## src/rtl/wisc_pipe_pkg.sv

```systemverilog
// rtl/wisc_pipe_pkg.sv - shared pipeline types for the hazard controller
//
// Purpose: register-index type, hazard FSM state encoding and the R0 constant
//          used by hazard_ctrl and its bench.
// Ports:   none (package).
package wisc_pipe_pkg;

  typedef logic [3:0] reg_idx_t;

  typedef enum logic {
    IDLE  = 1'b0,
    DRAIN = 1'b1
  } hz_state_t;

  localparam reg_idx_t REG_ZERO = 4'd0;

endpackage

```

## src/rtl/hazard_sat_cnt.sv

```systemverilog
// rtl/hazard_sat_cnt.sv - saturating up-counter for hazard performance statistics
//
// Purpose: counts cycles with inc=1, sticks at all-ones, clears on reset.
// Ports:
//   clk    in   clock
//   rst_n  in   synchronous active-low reset
//   inc    in   count this cycle
//   count  out  W-bit count value
module hazard_sat_cnt #(
  parameter int W = 16
) (
  input  logic         clk,
  input  logic         rst_n,
  input  logic         inc,
  output logic [W-1:0] count
);

  always_ff @(posedge clk) begin
    if (!rst_n) begin
      count <= '0;
    end else if (inc && (count != {W{1'b1}})) begin
      count <= count + 1'b1;
    end
  end

endmodule

```

## src/rtl/hazard_ctrl.sv

```systemverilog
// rtl/hazard_ctrl.sv - ID/EX hazard controller: load-use bubble and ctrl-flow front-end drain
//
// Purpose: compares the decode instruction with ID/EX, inserts a one-cycle
//          bubble on load-use, and drains the front end after a branch/call/ret
//          until the PC updater resolves or DRAIN_CYCLES elapse.
// Optional feature macro: HAZARD_PERF_CNT_EN (adds stall_cnt / drain_cnt).
// Ports:
//   clk, rst_n                 clock, synchronous active-low reset
//   id_rs1, id_rs2             decode source registers
//   id_use_rs1, id_use_rs2     decode instruction reads rs1 / rs2
//   id_ctrl                    decode instruction is branch/call/ret
//   ex_MemRead, ex_reg_rd      ID/EX load flag and destination register
//   ex_pc_resolved             PC updater decided this cycle
//   pc_stall, ifid_stall       hold PC / hold IF/ID
//   ifid_flush, idex_flush     NOP into IF/ID / bubble into ID/EX
//   PC_hazard                  loop-back bit to ID/EX, 1 while draining
//   stall_cnt, drain_cnt       [HAZARD_PERF_CNT_EN] saturating cycle counters
module hazard_ctrl
  import wisc_pipe_pkg::*;
#(
  parameter int DRAIN_CYCLES = 3,
  parameter int CNT_W        = 16
) (
  input  logic             clk,
  input  logic             rst_n,
  input  logic [3:0]       id_rs1,
  input  logic [3:0]       id_rs2,
  input  logic             id_use_rs1,
  input  logic             id_use_rs2,
  input  logic             id_ctrl,
  input  logic             ex_MemRead,
  input  logic [3:0]       ex_reg_rd,
  input  logic             ex_pc_resolved,
  output logic             pc_stall,
  output logic             ifid_stall,
  output logic             ifid_flush,
  output logic             idex_flush,
`ifdef HAZARD_PERF_CNT_EN
  output logic [CNT_W-1:0] stall_cnt,
  output logic [CNT_W-1:0] drain_cnt,
`endif
  output logic             PC_hazard
);

  if ((DRAIN_CYCLES < 1) || (DRAIN_CYCLES > 15) || (CNT_W < 1)) begin : g_bad_cfg
    $error("hazard_ctrl: DRAIN_CYCLES must be 1..15 and CNT_W >= 1");
  end

  hz_state_t state_q, state_d;
  logic [3:0] cnt_q, cnt_d;
  logic       load_use;

  // R0 never carries a producer, so a load targeting it cannot create a hazard.
  assign load_use = ex_MemRead && (reg_idx_t'(ex_reg_rd) != REG_ZERO) &&
                    ((id_use_rs1 && (id_rs1 == ex_reg_rd)) ||
                     (id_use_rs2 && (id_rs2 == ex_reg_rd)));

  always_ff @(posedge clk) begin
    if (!rst_n) begin
      state_q <= IDLE;
      cnt_q   <= 4'd0;
    end else begin
      state_q <= state_d;
      cnt_q   <= cnt_d;
    end
  end

  always_comb begin
    state_d = state_q;
    cnt_d   = cnt_q;
    unique case (state_q)
      IDLE: begin
        // A ctrl instruction behind a load-use waits in ID for the bubble first.
        if (!load_use && id_ctrl) begin
          state_d = DRAIN;
          cnt_d   = 4'(DRAIN_CYCLES);
        end
      end
      DRAIN: begin
        if (cnt_q != 4'd0) cnt_d = cnt_q - 4'd1;
        // cnt_q <= 1 also covers the unreachable cnt_q==0 so DRAIN can never stick.
        if (ex_pc_resolved || (cnt_q <= 4'd1)) state_d = IDLE;
      end
      default: begin
        state_d = IDLE;
      end
    endcase
  end

  // Mealy outputs, forced low while reset is held.
  always_comb begin
    pc_stall   = 1'b0;
    ifid_stall = 1'b0;
    ifid_flush = 1'b0;
    idex_flush = 1'b0;
    PC_hazard  = 1'b0;
    if (rst_n) begin
      if (state_q == DRAIN) begin
        pc_stall   = 1'b1;
        ifid_flush = 1'b1;
        PC_hazard  = 1'b1;
      end else if (load_use) begin
        pc_stall   = 1'b1;
        ifid_stall = 1'b1;
        idex_flush = 1'b1;
      end
    end
  end

`ifdef HAZARD_PERF_CNT_EN
  logic stall_inc, drain_inc;
  assign stall_inc = (state_q == IDLE) && load_use;
  assign drain_inc = (state_q == DRAIN);

  hazard_sat_cnt #(.W(CNT_W)) u_stall_cnt (
    .clk   (clk),
    .rst_n (rst_n),
    .inc   (stall_inc),
    .count (stall_cnt)
  );

  hazard_sat_cnt #(.W(CNT_W)) u_drain_cnt (
    .clk   (clk),
    .rst_n (rst_n),
    .inc   (drain_inc),
    .count (drain_cnt)
  );
`endif

endmodule

```

## config.mk

```make
export PLATFORM = sky130hd
export DESIGN_NAME = hazard_ctrl
export DESIGN_NICKNAME = d
export VERILOG_FILES = /design/src/rtl/wisc_pipe_pkg.sv /design/src/rtl/hazard_sat_cnt.sv /design/src/rtl/hazard_ctrl.sv
export SDC_FILE = /design/constraint.sdc
export NUM_CORES = 1
export LEC_CHECK = 0
export CORE_MARGIN = 5
export CORE_UTILIZATION = 32
export CTS_CLUSTER_SIZE = 8
export DETAILED_ROUTE_END_ITERATION = 16
export PLACE_DENSITY = 0.75
export SLEW_MARGIN = 10
export SYNTH_ARGS = -nofsm -noshare
export SYNTH_HDL_FRONTEND = slang
export SYNTH_HIERARCHICAL = 1
export SYNTH_SLANG_ARGS = --single-unit
```

## constraint.sdc

```tcl
create_clock -name clk -period 1.7 [get_ports clk]
set_input_delay 0.34 -clock clk [delete_from_list [all_inputs] [get_ports clk]]
set_output_delay 0.34 -clock clk [all_outputs]
set_load 0.01 [all_outputs]
```

# ---- Word level (Yosys, flattened, before mapping)
# Index checks and enable logic that the tools add are counted.
dict set report op_classes {
  n_eq_ne 4
  bitwise 1
  magnitude_cmp 1
  n_mux 13
  n_addsub 1
  reduce_logical 11
}
# cell n
set op_table {}
lappend op_table {{two-way mux 1 bit} 9}
lappend op_table {{== test 4 bit} 2}
lappend op_table {{two-way mux 4 bit} 2}
lappend op_table {{one-hot mux 4 bit (2 select lines)} 1}
lappend op_table {{nonzero test 4 bit} 2}
lappend op_table {{logical AND 1 bit} 5}
lappend op_table {{less-or-equal comparator 4 x 1 -> 1 bit, second input constant} 1}
lappend op_table {{subtractor 4 x 1 -> 4 bit, second input constant} 1}
lappend op_table {{logical OR 1 bit} 2}
lappend op_table {{inequality test 2 x 1 -> 1 bit, second input constant} 1}
lappend op_table {{inequality test 2 bit, second input constant} 1}
lappend op_table {{one-hot mux 1 bit (2 select lines)} 1}
lappend op_table {{AND reduction 2 bit} 1}
lappend op_table {{logical NOT 1 bit} 1}
lappend op_table {{inverter 1 bit} 1}
dict set report totals {
  wordCells 33
  input_bits 19
  register_bits 5
  output_inout_bits 5
}

# ---- Longest topological paths before layout
# Gate-level depths: netlist of run 1.
dict set report depth {
  ltp_word 8
  ltp_mapped 6
  mapped_depth_nobuf 5
}

# ---- Worst setup path before layout of run 1
# Ideal clock, no wire load.
dict set report synth_timing {
  path_type {input-to-output}
  startpoint {in ex_reg_rd[0]}
  endpoint {out ifid_stall}
  t_required_ns 1.360
  t_arrival_ns 1.459
  slack_ns -0.099
  n_path_buf 1
  stages 5
  cell_sequence {xor2_1 > nor3_1 > a41oi_1 > nor3b_1 > buf_4}
}
dict set report synth_between {
  elab_chain_cells 7
  word_cells_on_any_way 11
  cone_classes {eq/ne: 2; mux: 3; reduce/logical: 6}
}
# item line_no
set synth_rtl {}
lappend synth_rtl {{from (decl)} hazard_ctrl.sv:32} ;# input logic [3:0] ex_reg_rd,
lappend synth_rtl {{== test 4 bit (on tied branches)} {hazard_ctrl.sv:55, hazard_ctrl.sv:56}}
lappend synth_rtl {{logical AND 1 bit (on tied branches)} {hazard_ctrl.sv:55, hazard_ctrl.sv:56}}
lappend synth_rtl {{logical OR 1 bit} hazard_ctrl.sv:55} ;# ((id_use_rs1 && (id_rs1 == ex_reg_rd)) ||
lappend synth_rtl {{logical AND 1 bit *} hazard_ctrl.sv:54} ;# assign load_use = ex_MemRead && (reg_idx_t'(ex_reg_rd) != REG_ZERO) &&
lappend synth_rtl {{two-way mux 1 bit * (3 in a row)} n/a}
lappend synth_rtl {{to (decl)} hazard_ctrl.sv:35} ;# output logic ifid_stall,
# Mark *: on every way between the ends. The rest lies on a longest branch, timed or not.

# ---- Final worst setup path of run 1
dict set report layout_timing {
  startpoint {in ex_reg_rd[1]}
  endpoint {out pc_stall}
}
dict set report layout_between {
  elab_chain_cells 7
  word_cells_on_any_way 11
  cone_classes {eq/ne: 2; mux: 3; reduce/logical: 6}
}
# item line_no
set layout_rtl {}
lappend layout_rtl {{== test 4 bit (on tied branches)} {hazard_ctrl.sv:55, hazard_ctrl.sv:56}}
lappend layout_rtl {{logical AND 1 bit (on tied branches)} {hazard_ctrl.sv:55, hazard_ctrl.sv:56}}
lappend layout_rtl {{logical OR 1 bit} hazard_ctrl.sv:55}
lappend layout_rtl {{logical AND 1 bit *} hazard_ctrl.sv:54}
lappend layout_rtl {{two-way mux 1 bit *} hazard_ctrl.sv:102} ;# end else if (load_use) begin
lappend layout_rtl {{two-way mux 1 bit *} hazard_ctrl.sv:98} ;# if (state_q == DRAIN) begin
lappend layout_rtl {{two-way mux 1 bit *} hazard_ctrl.sv:97} ;# if (rst_n) begin
lappend layout_rtl {{to (decl)} hazard_ctrl.sv:34} ;# output logic pc_stall,
# Marks and branches as above.

==> flow_summary.toml, run 1 <==
[setup_path]
r2r-start = "cnt_q[0]"
worst-path-max-fanout = 2
cp_num_buf_inv = 3
cp_slowest_stage_delay_ns = 0.47
reg2reg_to = "cnt_q[0]"
worstSetupPathType = "in2out"
crit_top_cell = "buf_6"
cp-start-kind = "primary input"
worstPathCellList = "buf_6 -> o41a_1 -> buf_6 -> a41oi_4 -> a21boi_2 -> buf_2"
crit_path_start = "ex_reg_rd[1]"
cpLargestDelayFamily = "compound AO/OA/AOI/OAI gates"
rrSetupSlack_ns = 0.33
end_kind = "output pin"
critPathRequiredTime_ns = 1.36
arrival_ns = 1.52
reg2regPathDepth = 5
crit_slowest_cell = "o41a_1"

[sta]
rsz0062_at_grt = "yes"
clock.fmax_ghz = 0.539
fin_skew_ns = 0.00809
hold_viol_final = 0
slew-limit-headroom_pct = 77.7
final-setup-viol-count = 3
maxSlewViolCount = 0
setup_slack_ns = -0.155
period_minus_slack_ns = 1.86
worstMarginPinSlew_ns = 0.335
post-route-period-util_pct = 109

[floorplanning]
ios = 24
die_h_um = 46.6
die_w_um = 46.6
coreArea_mm2 = 0.00128
core.rowCount = 13
dieArea_mm2 = 0.00217
initial_core_util_pct = 33.3

[clocking]
cts_tree = "yes"
path_clk_slew_ns = 0.05
cts_sinks = 5
cts_made_buffers = 3
h-tree-depth = 1
clk_latency_ns = 0.25
clk_path_buf_depth = 2
cts_root_buf = "clkbuf_4"

[outcome]
violations = "negative setup slack"
status = "complete, but fails checks"

[route]
dr_wl_met3_um = 91
drc_errors = 0
via_count = 490
drt.antenna.violating_nets = 0
wl_per_cell_um = 13.3
drt-initial-drc-count = 3
wl_met2_um = 673
routed_wirelength_um = 1260
firstDrtPassIters = 4
dr.max_layer_used = "met4"
m1WireLength_um = 457
vias_per_cell = 5.16

[global_route]
grt_max_degree = 9
grt_pass1_vias = 513
grt_overflow = 0
grt_usage_pct = 13.5
antenna_found_initial = 0
grt_pass1_wl_um = 2000

[synthesis]
synthAdderAreaFrac_pct = 5.85
synth_top_cells_by_count = "xor2_1, dfxtp_1"
ys_warn_count = 6
avgSynthCellArea_um2 = 8.56
yosysTopAreaCell = "dfxtp_1"
synth.yosys.seq_area_share_pct = 23.4
synth_simple_gate_area_share_pct = 25.7
synth_top_area_share_pct = 23.4
synth_cell_type_count = 28
synth_compound_area_share_pct = 21.6
synth-seq-cells = 5
synth_area_um2 = 428
yosys.area_share.xor_xnor_pct = 16.4
synthMuxAreaShare_pct = 0
synthArstFlopShare_pct = 0
syn_inst = 50
netlist_top_cells_area = "dfxtp_1, xor2_1, ha_1"
synth_top_family_by_area = "simple AND/OR/NAND/NOR gates"
synth_flop_cell = "dfxtp_1"
synth_edf_count = 0
syn_nets = 71
yosys.cell_count.top_type = "xor2_1"

[hold_path]
whs_endpoint = "cnt_q[3]"
hold_start = "cnt_q[3]"
min_path_cells = 2
hp-class = "reg2reg"

[placement]
gp_congestion = 0.716
dp_hpwl_um = 865
placed_cells = 89
port_buffers = 23
dp_slack_ns = -0.895

[flow_run]
maxCapViolations = 0

[power]
p_leak_nw = 0.330
peakVddDrop_mv = 0.338
p_per_area_mw_per_mm2 = 563

[layout]
syn2layout_area_growth_pct = 81.0
drive_gt1_share_pct = 42.5
nets = 102
antenna_cells = 0
fin_cells = 95
-- per-layer routing --
| metal | global-route usage, % | up-vias |
|---|---|---|
| met5 | 0 | - |
| met4 | 12.5 | 0 |
| met3 | 1.17 | 4 |
| met2 | 24.2 | 25 |
| met1 | 13.4 | 218 |
| li1 | - | 243 |
-- placed cells by master (no fill, tap or decap), drive strengths merged, types with 2 or more instances in the layout --
master / count
nand2: 3
a21boi: 2
ha: 2
nand3: 4
clkbuf: 6
buf: 15
dfxtp: 5
dlygate4sd2: 5
nor3: 3
xor2: 6
clkdlybuf4s50: 4
clkdlybuf4s15: 3
inv: 3
a21oi: 2
xnor2: 2
-- sequential cells by signal, indices dropped and copies added (netlist names) --
register / flops
cnt_q: 4
state_q: 1
-- per-stage QoR --
stage | utilization, % | hold slack [ns] | setup TNS, ns | total power [mW] | area [um2]
after floorplan | - | 0.485 | 0 | 0.204 | 433
after global placement | 53.9 | 0.506 | -4.90 | 0.277 | 693
after detailed placement | 53.9 | 0.512 | -4.80 | 0.279 | 693
after CTS | 59.5 | 0.525 | -0.304 | 0.433 | 764
after global routing | 60.3 | 0.557 | -0.628 | 0.465 | 774
final | 60.3 | 0.523 | -0.459 | 0.436 | 774
-- worst min-delay path, cell delays in order (launching register included) --
cell	delay, ns
dfxtp_1	0.33
nand3_1	0.07
o21ai_0	0.07
-- what timing repair did --
| action | in CTS | in global routing |
|---|---|---|
| pin swaps | 10 | 8 |
| setup buffers | 3 | 0 |
| resized for setup | 65 | 6 |
| endpoints found under the setup margin | 10 | 3 |
| hold buffers | 0 | 0 |
-- area by class of cell --
class,count,area [um2]
Clock buffer,4,26.3
Fill cell,123,510
Inverter,3,11.3
Multi-Input combinational cell,39,377
Sequential cell,5,100
Tap cell,15,18.8
Timing Repair Buffer,29,241
-- where the power goes --
group	switching, mW	leakage (nW)	internal (mW)	total, mW
Combinational	0.0719	0.274	0.0846	0.156
Sequential	0.0110	0.0412	0.127	0.138
Clock	0.0525	0.0150	0.0890	0.141
Total	0.135	0.330	0.300	0.436
-- logic make-up after synthesis --
group / Yosys count
xor+xnor: 8
compound gates: 12
flops: 5
simple gates: 17
buf+inv: 6
fa+ha+maj: 2
-- worst max path at each step --
stage | end | slack [ns] | cells past startpoint
5_1_grt | ifid_stall | -0.21 | 6
2_1_floorplan | ifid_stall | 0.001 | 6
3_5_place_dp | pc_stall | -0.89 | 7
6_report | pc_stall | -0.16 | 6
4_1_cts | pc_stall | -0.11 | 7
3_3_place_gp | pc_stall | -0.91 | 7
Note: power is estimated with default switching activity, not from simulation.
==> run 2, diff against run 1 <==
--- a/config.mk
+++ b/config.mk
@@ -10,6 +10,7 @@
 export CTS_CLUSTER_SIZE = 8
 export DETAILED_ROUTE_END_ITERATION = 16
 export PLACE_DENSITY = 0.75
+export REMOVE_ABC_BUFFERS = 1
 export SLEW_MARGIN = 10
 export SYNTH_ARGS = -nofsm -noshare
 export SYNTH_HDL_FRONTEND = slang
==> flow_summary.toml, run 2 (synthesized netlist as in run 1, its figures left out) <==
[flow_run]
maxCapViolations = 0

[outcome]
violations = "negative setup slack"
status = "complete, but fails checks"

[sta]
setup_slack_ns = -0.188
hold_ws_ns = 0.526
clock.fmax_ghz = 0.530
fin_skew_ns = 0.00957
post-route-period-util_pct = 111
hold_viol_final = 0
rsz0062_at_grt = "yes"
final-setup-viol-count = 3
period_minus_slack_ns = 1.89
worstMarginPinSlew_ns = 0.351
slew-limit-headroom_pct = 76.6
fin_tns_setup_ns = -0.546
maxSlewViolCount = 0

[clocking]
clk_latency_ns = 0.26
ctsHoldBuffers = 0
cts_root_buf = "clkbuf_4"
clk_path_buf_depth = 2
cts_sinks = 5
cts_made_buffers = 3
path_clk_slew_ns = 0.05
h-tree-depth = 1
cts_tree = "yes"

[floorplanning]
initial_core_util_pct = 33.3
die_w_um = 46.6
dieArea_mm2 = 0.00217
coreArea_mm2 = 0.00128
core.rowCount = 13
ios = 24
die_h_um = 46.6

[layout]
fillerInstances = 105
final_core_util_pct = 65.5
top_regs = "cnt_q x4, state_q x1"
final_common_cell = "buf_4"
top_register = "cnt_q"
fin_cells = 97
largest_reg_flops = 4
postLayoutCellArea_um2 = 842
nets = 104
drive_gt1_share_pct = 48.8
syn2layout_area_growth_pct = 96.8
most-common-layout-cells = "buf_4, buf_2, dfxtp_1, buf_6"
antenna_cells = 0

[setup_path]
cp-start-kind = "primary input"
worstSetupPathType = "in2out"
critPathRequiredTime_ns = 1.36
end_kind = "output pin"
arrival_ns = 1.55
worst-path-max-fanout = 3

[global_route]
grt_usage_pct = 16.2
grt_pass1_vias = 541
grt_overflow = 0
grt_pass1_wl_um = 2290
antenna_found_initial = 0
grt_max_degree = 9

[placement]
dp_hpwl_um = 1040
post_dp_cell_area_um2 = 681
port_buffers = 23
placed_cells = 88
dp_slack_ns = -1.09
gp_congestion = 0.769

[power]
peakVddDrop_mv = 0.254
p_leak_nw = 0.360
p_per_area_mw_per_mm2 = 548
power.total_uw = 461

[route]
drt-initial-drc-count = 2
wl_per_cell_um = 15.6
drt.antenna.violating_nets = 0
via_count = 523
firstDrtPassIters = 3
routed_wirelength_um = 1510
drc_errors = 0
vias_per_cell = 5.39

[hold_path]
hp-class = "reg2reg"
## run 2: worst paths after layout
| path | from | end | slack, ns | cells after the start |
|---|---|---|---|---|
| worst max register to register | cnt_q[0] | cnt_q[0] | 0.29 | 5 |
| worst max-delay path | ex_reg_rd[0] | ifid_stall | -0.19 | 6 |
| worst min-delay path | cnt_q[3] | cnt_q[3] | 0.53 | 2 |
| worst min register to register | cnt_q[3] | cnt_q[3] | 0.53 | 2 |
## run 2: critical path, cell delays in order
cell and delay (ns):
buf_12 0.11, o41a_1 0.46, buf_6 0.15, a41oi_4 0.24, nor3b_2 0.09, buf_2 0.15
## run 2: what timing repair did
item | CTS | global route
pin swaps | 11 | 13
resized for setup | 74 | 17
setup buffers | 8 | 2
setup endpoints to repair | 10 | 8
## run 2: power breakdown
group	internal, mW	total, mW	leakage [nW]	switching [mW]
logic	0.0981	0.179	0.301	0.0811
clock network	0.0857	0.144	0.0177	0.0579
registers	0.127	0.138	0.0412	0.0117
## run 2: layer usage
metal | wire, um | up-vias | GRT usage [%] | part of all wire (%)
met5 | 0 | - | 0 | 0
met4 | 96 | 0 | 10.2 | 6.4
met3 | 125 | 11 | 7.03 | 8.3
met2 | 866 | 26 | 30.2 | 57
met1 | 420 | 243 | 13.6 | 28
li1 | - | 243 | - | -
## run 2: area by class of cell
cell class / instances / area, um2 / area share (%)
Inverter: 3 / 11.3 / 1.34
Tap cell: 15 / 18.8 / 2.23
Clock inverter: 1 / 5.00 / 0.594
Timing Repair Buffer: 31 / 264 / 31.4
Clock buffer: 3 / 22.5 / 2.67
Multi-Input combinational cell: 39 / 420 / 49.9
Sequential cell: 5 / 100 / 11.9
